--- config.mk ---
export PLATFORM = sky130hd
export DESIGN_NAME = golden_arb_ctrl
export DESIGN_NICKNAME = d
export VERILOG_FILES = /design/src/rtl/router_pkg.sv /design/src/rtl/golden_pair_arb.sv /design/src/rtl/golden_arb_ctrl.sv
export SDC_FILE = /design/constraint.sdc
export NUM_CORES = 1
export LEC_CHECK = 0
export ABC_AREA = 1
export BUFFER_PORTS_ARGS = -buffer_cell sky130_fd_sc_hd__buf_2
export CAP_MARGIN = 20
export CORE_AREA = 2 2 107 109
export CTS_CLUSTER_SIZE = 8
export DETAILED_ROUTE_END_ITERATION = 10
export DIE_AREA = 0 0 109 111
export GPL_TIMING_DRIVEN = 0
export SLEW_MARGIN = 20
export SYNTH_ARGS = -nofsm -noshare
export SYNTH_HDL_FRONTEND = slang
export SYNTH_HIERARCHICAL = 1
export SYNTH_SLANG_ARGS = --single-unit
export TNS_END_PERCENT = 5
--- constraint.sdc ---
create_clock -name clk -period 2.6 [get_ports clk]
set_input_delay 0.78 -clock clk [delete_from_list [all_inputs] [get_ports clk]]
set_output_delay 0.78 -clock clk [all_outputs]
set_load 0.005 [all_outputs]
--- src/rtl/router_pkg.sv ---
`default_nettype none
// ============================================================================
//  Package     : router_pkg
//  Description : Shared flit layout for the deflection-router permutation
//                engine. Provides the 32-bit flit type, field positions,
//                the port enumeration and small field-access helpers.
//  Revision    : 1.0 - initial release
// ============================================================================
package router_pkg;

    localparam int FLIT_W    = 32;

    // Field positions inside a flit.
    localparam int VALID_BIT = 0;
    localparam int DST_LSB   = 4;
    localparam int DST_W     = 3;
    localparam int SRC_LSB   = 8;
    localparam int SEQ_LSB   = 16;
    localparam int AGE_LSB   = 24;
    localparam int AGE_W     = 8;

    typedef logic [FLIT_W-1:0] flit_t;

    typedef enum logic [1:0] {
        N = 2'd0,
        E = 2'd1,
        S = 2'd2,
        W = 2'd3
    } port_e;

    function automatic logic flit_valid(input flit_t f);
        return f[VALID_BIT];
    endfunction

    function automatic logic [AGE_W-1:0] flit_age(input flit_t f);
        return f[AGE_LSB +: AGE_W];
    endfunction

endpackage : router_pkg
`default_nettype wire

--- src/rtl/golden_pair_arb.sv ---
`default_nettype none
// ============================================================================
//  Module      : golden_pair_arb
//  Description : Priority decision for one 2x2 arbitration block. Purely
//                combinational. Selects which of the two inputs is
//                prioritised and reports whether the decision fell back to
//                the round-robin tiebreak.
//  Ports       : flit_a_i / flit_b_i   - input 0 / input 1 flits
//                golden_node_i/_seq_i  - current golden packet identity
//                rr_i                  - round-robin tiebreak bit
//                winner_o              - 0: input 0 wins, 1: input 1 wins
//                tie_used_o            - decision was taken from rr_i
//  Options     : OLDEST_FIRST_EN - break ties by larger age before rr_i
//  Revision    : 1.0 - initial release
// ============================================================================
module golden_pair_arb
    import router_pkg::*;
#(
    parameter int NODE_W = 4,
    parameter int SEQ_W  = 4
) (
    input  flit_t             flit_a_i,
    input  flit_t             flit_b_i,
    input  logic [NODE_W-1:0] golden_node_i,
    input  logic [SEQ_W-1:0]  golden_seq_i,
    input  logic              rr_i,
    output logic              winner_o,
    output logic              tie_used_o
);

    logic w_valid_a;
    logic w_valid_b;
    logic w_golden_a;
    logic w_golden_b;
    logic w_unused_bits;

    assign w_valid_a  = flit_valid(flit_a_i);
    assign w_valid_b  = flit_valid(flit_b_i);

    assign w_golden_a = w_valid_a
                     && (flit_a_i[SRC_LSB +: NODE_W] == golden_node_i)
                     && (flit_a_i[SEQ_LSB +: SEQ_W]  == golden_seq_i);
    assign w_golden_b = w_valid_b
                     && (flit_b_i[SRC_LSB +: NODE_W] == golden_node_i)
                     && (flit_b_i[SEQ_LSB +: SEQ_W]  == golden_seq_i);

`ifdef OLDEST_FIRST_EN
    logic w_age_differ;
    logic w_b_older;

    assign w_age_differ = (flit_age(flit_a_i) != flit_age(flit_b_i));
    assign w_b_older    = (flit_age(flit_b_i) >  flit_age(flit_a_i));
`endif

    always_comb begin
        winner_o   = 1'b0;
        tie_used_o = 1'b0;
        if (w_valid_a != w_valid_b) begin
            // Lone valid input always wins.
            winner_o = w_valid_b;
        end else if (!w_valid_a) begin
            winner_o = 1'b0;
        end else if (w_golden_a != w_golden_b) begin
            // Golden flit gets guaranteed progress.
            winner_o = w_golden_b;
`ifdef OLDEST_FIRST_EN
        end else if (w_age_differ) begin
            winner_o = w_b_older;
`endif
        end else begin
            winner_o   = rr_i;
            tie_used_o = 1'b1;
        end
    end

    // Dst, padding and (in the default build) age bits do not affect priority.
    assign w_unused_bits = ^{flit_a_i, flit_b_i};

endmodule : golden_pair_arb
`default_nettype wire

--- src/rtl/golden_arb_ctrl.sv ---
`default_nettype none
// ============================================================================
//  Module      : golden_arb_ctrl
//  Description : Priority controller for the four 2x2 arbitration blocks of
//                the deflection-router permutation engine. Holds the
//                network-synchronised golden-packet epoch state and one
//                round-robin tiebreak bit per block, and drives one winner
//                bit per block so every golden flit makes forward progress.
//  Ports       : clk, rst_n        - clock, synchronous active-low reset
//                en                - advance epoch / rr state this cycle
//                blk_flit_a/_b     - per-block input 0/1 flits, block k in
//                                    bits [32k+31:32k]
//                winner            - bit k: 0 input 0 wins, 1 input 1 wins
//                golden_node/_seq  - current golden packet identity
//                epoch_wrap        - pulse in the cycle after an epoch wrap
//  Options     : OLDEST_FIRST_EN - age-based tiebreak before round-robin
//  Revision    : 1.0 - initial release
// ============================================================================
module golden_arb_ctrl
    import router_pkg::*;
#(
    parameter int NUM_NODES = 16,
    parameter int NODE_W    = 4,
    parameter int SEQ_W     = 4,
    parameter int EPOCH_LEN = 64
) (
    input  logic                clk,
    input  logic                rst_n,
    input  logic                en,
    input  logic [4*FLIT_W-1:0] blk_flit_a,
    input  logic [4*FLIT_W-1:0] blk_flit_b,
    output logic [3:0]          winner,
    output logic [NODE_W-1:0]   golden_node,
    output logic [SEQ_W-1:0]    golden_seq,
    output logic                epoch_wrap
);

    localparam int                c_num_blk   = 4;
    localparam int                c_cnt_w     = (EPOCH_LEN > 1) ? $clog2(EPOCH_LEN) : 1;
    localparam logic [c_cnt_w-1:0] c_cnt_last  = c_cnt_w'(EPOCH_LEN - 1);
    localparam logic [NODE_W-1:0]  c_node_last = NODE_W'(NUM_NODES - 1);

    logic [c_cnt_w-1:0]   epoch_cnt_q, epoch_cnt_d;
    logic [NODE_W-1:0]    node_q, node_d;
    logic [SEQ_W-1:0]     seq_q, seq_d;
    logic                 wrap_q, wrap_d;
    logic [c_num_blk-1:0] rr_q, rr_d;

    logic [c_num_blk-1:0] w_winner;
    logic [c_num_blk-1:0] w_tie;

    // ------------------------------------------------------------------
    // Per-block priority decision
    // ------------------------------------------------------------------
    for (genvar k = 0; k < c_num_blk; k++) begin : g_blk
        golden_pair_arb #(
            .NODE_W (NODE_W),
            .SEQ_W  (SEQ_W)
        ) u_arb (
            .flit_a_i      (blk_flit_a[k*FLIT_W +: FLIT_W]),
            .flit_b_i      (blk_flit_b[k*FLIT_W +: FLIT_W]),
            .golden_node_i (node_q),
            .golden_seq_i  (seq_q),
            .rr_i          (rr_q[k]),
            .winner_o      (w_winner[k]),
            .tie_used_o    (w_tie[k])
        );
    end

    // ------------------------------------------------------------------
    // Epoch / golden identity / round-robin next state
    // ------------------------------------------------------------------
    always_comb begin
        epoch_cnt_d = epoch_cnt_q;
        node_d      = node_q;
        seq_d       = seq_q;
        wrap_d      = 1'b0;
        rr_d        = rr_q;
        if (en) begin
            // Only blocks that actually fell back to rr flip their bit.
            rr_d = rr_q ^ w_tie;
            if (epoch_cnt_q == c_cnt_last) begin
                epoch_cnt_d = '0;
                wrap_d      = 1'b1;
                seq_d       = seq_q + 1'b1;   // natural roll from all-ones to 0
                if (&seq_q) begin
                    node_d = (node_q == c_node_last) ? '0 : node_q + 1'b1;
                end
            end else begin
                epoch_cnt_d = epoch_cnt_q + 1'b1;
            end
        end
    end

    always_ff @(posedge clk) begin
        if (!rst_n) begin
            epoch_cnt_q <= '0;
            node_q      <= '0;
            seq_q       <= '0;
            wrap_q      <= 1'b0;
            rr_q        <= '0;
        end else begin
            epoch_cnt_q <= epoch_cnt_d;
            node_q      <= node_d;
            seq_q       <= seq_d;
            wrap_q      <= wrap_d;
            rr_q        <= rr_d;
        end
    end

    assign winner      = w_winner;
    assign golden_node = node_q;
    assign golden_seq  = seq_q;
    assign epoch_wrap  = wrap_q;

endmodule : golden_arb_ctrl
`default_nettype wire
==> metrics.log <==
[metrics] synthesized netlist cell count: 538
[metrics] CTS tree: built
[metrics] max_cap viols: 0
[metrics] number of global-route vias before repair: 2827
[metrics] mapped cell area: 2760 µm²
[metrics] met3 global-route usage: 2.53%
[metrics] mean area per synthesized cell: 5.12 µm²
[metrics] fraction of the cycle the final worst path needs: 97.8%
[metrics] Max-slew headroom: 55.9%
[metrics] number of sinks on the clock net: 19
[metrics] diodes inserted: 0
[metrics] maximum operating frequency: 393 MHz
[metrics] number of antenna-violating nets in the routed design: 0
[metrics] largest net degree at the start of global routing: 24
[metrics] drt first pass iters: 4
[metrics] remaining global-route overflow: 0
[metrics] critical path arrival: 1760 ps
[metrics] clock input transition at the sequential cells of the worst setup and hold paths: 50 ps
[metrics] Final HPWL DP: 6610 µm
[metrics] net count after synthesis: 800
[metrics] Worst R2R Setup Slack: 910 ps
[metrics] post-synthesis share of cell area spent on full adders, half adders and majority gates: 1.36%
[metrics] share of cell area taken by muxes after synthesis: 0%
[metrics] class of the most critical hold timing path: reg -> reg
[metrics] count of pins on the block boundary: 272
[metrics] basic-gate share of the synthesized area counting and, or, nand and nor cells: 57.7%
[metrics] overall routing resource usage: 13.8%
[metrics] power per standard cell area: 241 nW/µm²
[metrics] area enclosed by the die boundary: 12100 µm²
[metrics] largest family of logic cells by synthesized area: simple AND/OR/NAND/NOR gates
[metrics] initial antenna violation count: 1
[metrics] pre-CTS WS: -319 ps
[metrics] Synth cell types: 27
[metrics] run status: completed
[metrics] startpoint class of the critical path: input port
[metrics] post-place instance area: 3360 µm²
[metrics] number of pins exceeding their max-slew limit in the final report: 0
[metrics] Rows: 39
[metrics] met1 Use GR: 19.7%
[metrics] biggest fanout along the worst timing path: 2
[metrics] required time of the worst setup path: 1820 ps
[metrics] Peak supply drop: 0.000319 V
[metrics] min cycle time layout: 2540 ps
[metrics] Routed WL: 8680 µm
[metrics] via total after detailed routing: 3225
[metrics] share of post-route cells with drive strength above 1: 30.1%
[metrics] number of warnings printed during yosys synthesis: 6
[metrics] initial standard-cell utilization of the core: 24.9%
[metrics] synthesized-area fraction occupied by xor and xnor cells: 5.40%
[metrics] fraction of the core area covered by cells at the end of the flow: 33.0%
[metrics] final setup vio count: 0
[metrics] worst skew pair latency: 250 ps
[metrics] total number of nets in the final design: 898
[metrics] count of routing violations after the opening detailed-route iteration: 171
[metrics] Tightest Pin Transition: 661 ps
[metrics] post-synthesis compound-gate area fraction: 6.86%
[metrics] height of the die: 111 µm
[metrics] leakage dissipation: 0.00195 µW
[metrics] number of clock buffers inserted by TritonCTS: 3
[metrics] clock root buffer: clkbuf_16
[metrics] start-to-end type of the worst setup path: in -> out
[metrics] non-filler cells, final: 778
[metrics] Layout Cell Area excl Fill: 3660 µm²
[metrics] global-route wire length before repair: 13400 µm
[metrics] instance count after placement with tap cells included: 767
[metrics] CP Capture Type: primary output
[metrics] number of buffers on the longest clock path: 2
[metrics] layer with the highest usage: met2
[metrics] post-DR wirelength/cell: 11.2 µm
[metrics] maximum level of the CTS H-tree: 1
[metrics] final hold vios: 0
[metrics] Residual DRC: 0
[metrics] placer's final routability congestion estimate: 0.824
[metrics] Syn-to-layout area delta: 32.7%
[metrics] post-cts hold buffer count: 0
[metrics] global routing met2 resource utilization: 22.7%
[metrics] number of buffer cells added on primary ports: 86
[metrics] Hold Worst Slack: 516 ps
[metrics] flip-flop and latch count after synthesis: 19
[metrics] sequential-to-total area share from yosys stat: 13.8%
[metrics] vias per cell: 4.15
[metrics] Horiz. Die Dim: 109 µm
[metrics] area inside the core boundary: 11100 µm²
[metrics] clock skew after layout: 2.91 ps
[metrics] post-route worst setup slack: 56.9 ps
[metrics] unrepaired setup endpoints after global routing: yes
[path summary, 6_finish.rpt]
path / start / to / cells past startpoint
worst min-delay path: rr_q[1] / rr_q[1] / 2
worst max register to register: golden_node[2] / rr_q[3] / 12
worst max-delay path: blk_flit_b[17] / winner[0] / 10
worst min register to register: rr_q[1] / rr_q[1] / 2
[layer usage]
metal	share of wire (%)	up-vias
met3	5.3	5
met4	0.18	2
li1	-	1824
met1	51	1327
met2	44	67
met5	0.18	-
[what timing repair did]
item | in CTS | in global routing
setup endpoints to repair | 4 | 4
setup buffers | 0 | 7
gates resized for setup | 17 | 33
hold endpoints to repair | 0 | 0
pin swaps | 0 | 24
[sequential cells by signal, summed over array words and instances (netlist names)]
register and flops:
golden_node 4, rr_q 4, epoch_cnt_q 6, epoch_wrap 1
golden_seq 4
[power breakdown]
group	switching, µW	internal (µW)	total, µW
Clock	117	206	324
Combinational	146	118	264
Sequential	5.16	289	294
[placed cells by master (no fill, tap or decap), types with 13 or more instances in the layout]
master / instances
nand3_1: 38
nor2_2: 18
xor2_1: 13
inv_2: 25
buf_2: 83
a21oi_1: 13
nand2_1: 175
inv_1: 80
nand2_2: 18
nor2_1: 84
[cell usage after synthesis]
| master | number | area (µm²) |
|---|---|---|
| o21ai_0 | 9 | 45.0 |
| nor2_1 | 90 | 338 |
| a21oi_2 | 4 | 35.0 |
| buf_2 | 1 | 5.00 |
| dfxtp_1 | 19 | 380 |
| nor2_2 | 12 | 75.1 |
| clkbuf_1 | 1 | 3.75 |
| nand3_2 | 4 | 40.0 |
| o21ai_2 | 1 | 8.76 |
| xor2_1 | 13 | 114 |
| nor2_4 | 2 | 22.5 |
| nand2_2 | 13 | 81.3 |
| xnor2_1 | 4 | 35.0 |
| inv_2 | 22 | 82.6 |
| o21a_1 | 1 | 7.51 |
| nand4_1 | 7 | 43.8 |
| inv_1 | 84 | 315 |
| nor3_1 | 3 | 15.0 |
| nand3_4 | 4 | 70.1 |
| nand3_1 | 38 | 190 |
| nor3b_1 | 2 | 15.0 |
| ha_1 | 3 | 37.5 |
| a21oi_1 | 17 | 85.1 |
| nand2_4 | 2 | 22.5 |
| nand2_1 | 180 | 676 |
| o21bai_1 | 1 | 7.51 |
| clkinv_1 | 1 | 3.75 |
[logic make-up (layout without fill, tap and decap cells)]
group / after synthesis / after routing
AND/OR/NAND/NOR: 357 / 357
XOR/XNOR: 17 / 17
buffers and inverters: 109 / 206
AO/OA/AOI/OAI: 33 / 33
adder cells (fa/ha/maj): 3 / 3
flip-flops: 19 / 19
[per-stage QoR]
| stage | total power, µW | setup TNS, ps |
|---|---|---|
| after floorplan | 456 | 0 |
| after global placement | 558 | -708 |
| after detailed placement | 558 | -778 |
| after CTS | 880 | 0 |
| after global routing | 937 | -125 |
| final | 882 | 0 |
[cell type report]
type	count	area [µm²]
Buffer	2	8.76
Clock buffer	3	75.1
Clock inverter	1	5.00
Multi-Input combinational cell	410	2040
Tap cell	143	179
Sequential cell	19	410
Fill cell	1288	7420
Inverter	107	407
Timing Repair Buffer	93	532
[critical path, cell delays in order]
cell and delay [ps]:
buf_2 100, inv_1 40, nand2_1 70, nand2_1 50, nor2_1 90, nand3_1 70
nor2_1 130, a21oi_2 100, a21oi_4 190, buf_2 140
Power figures use the tool's default switching activity.
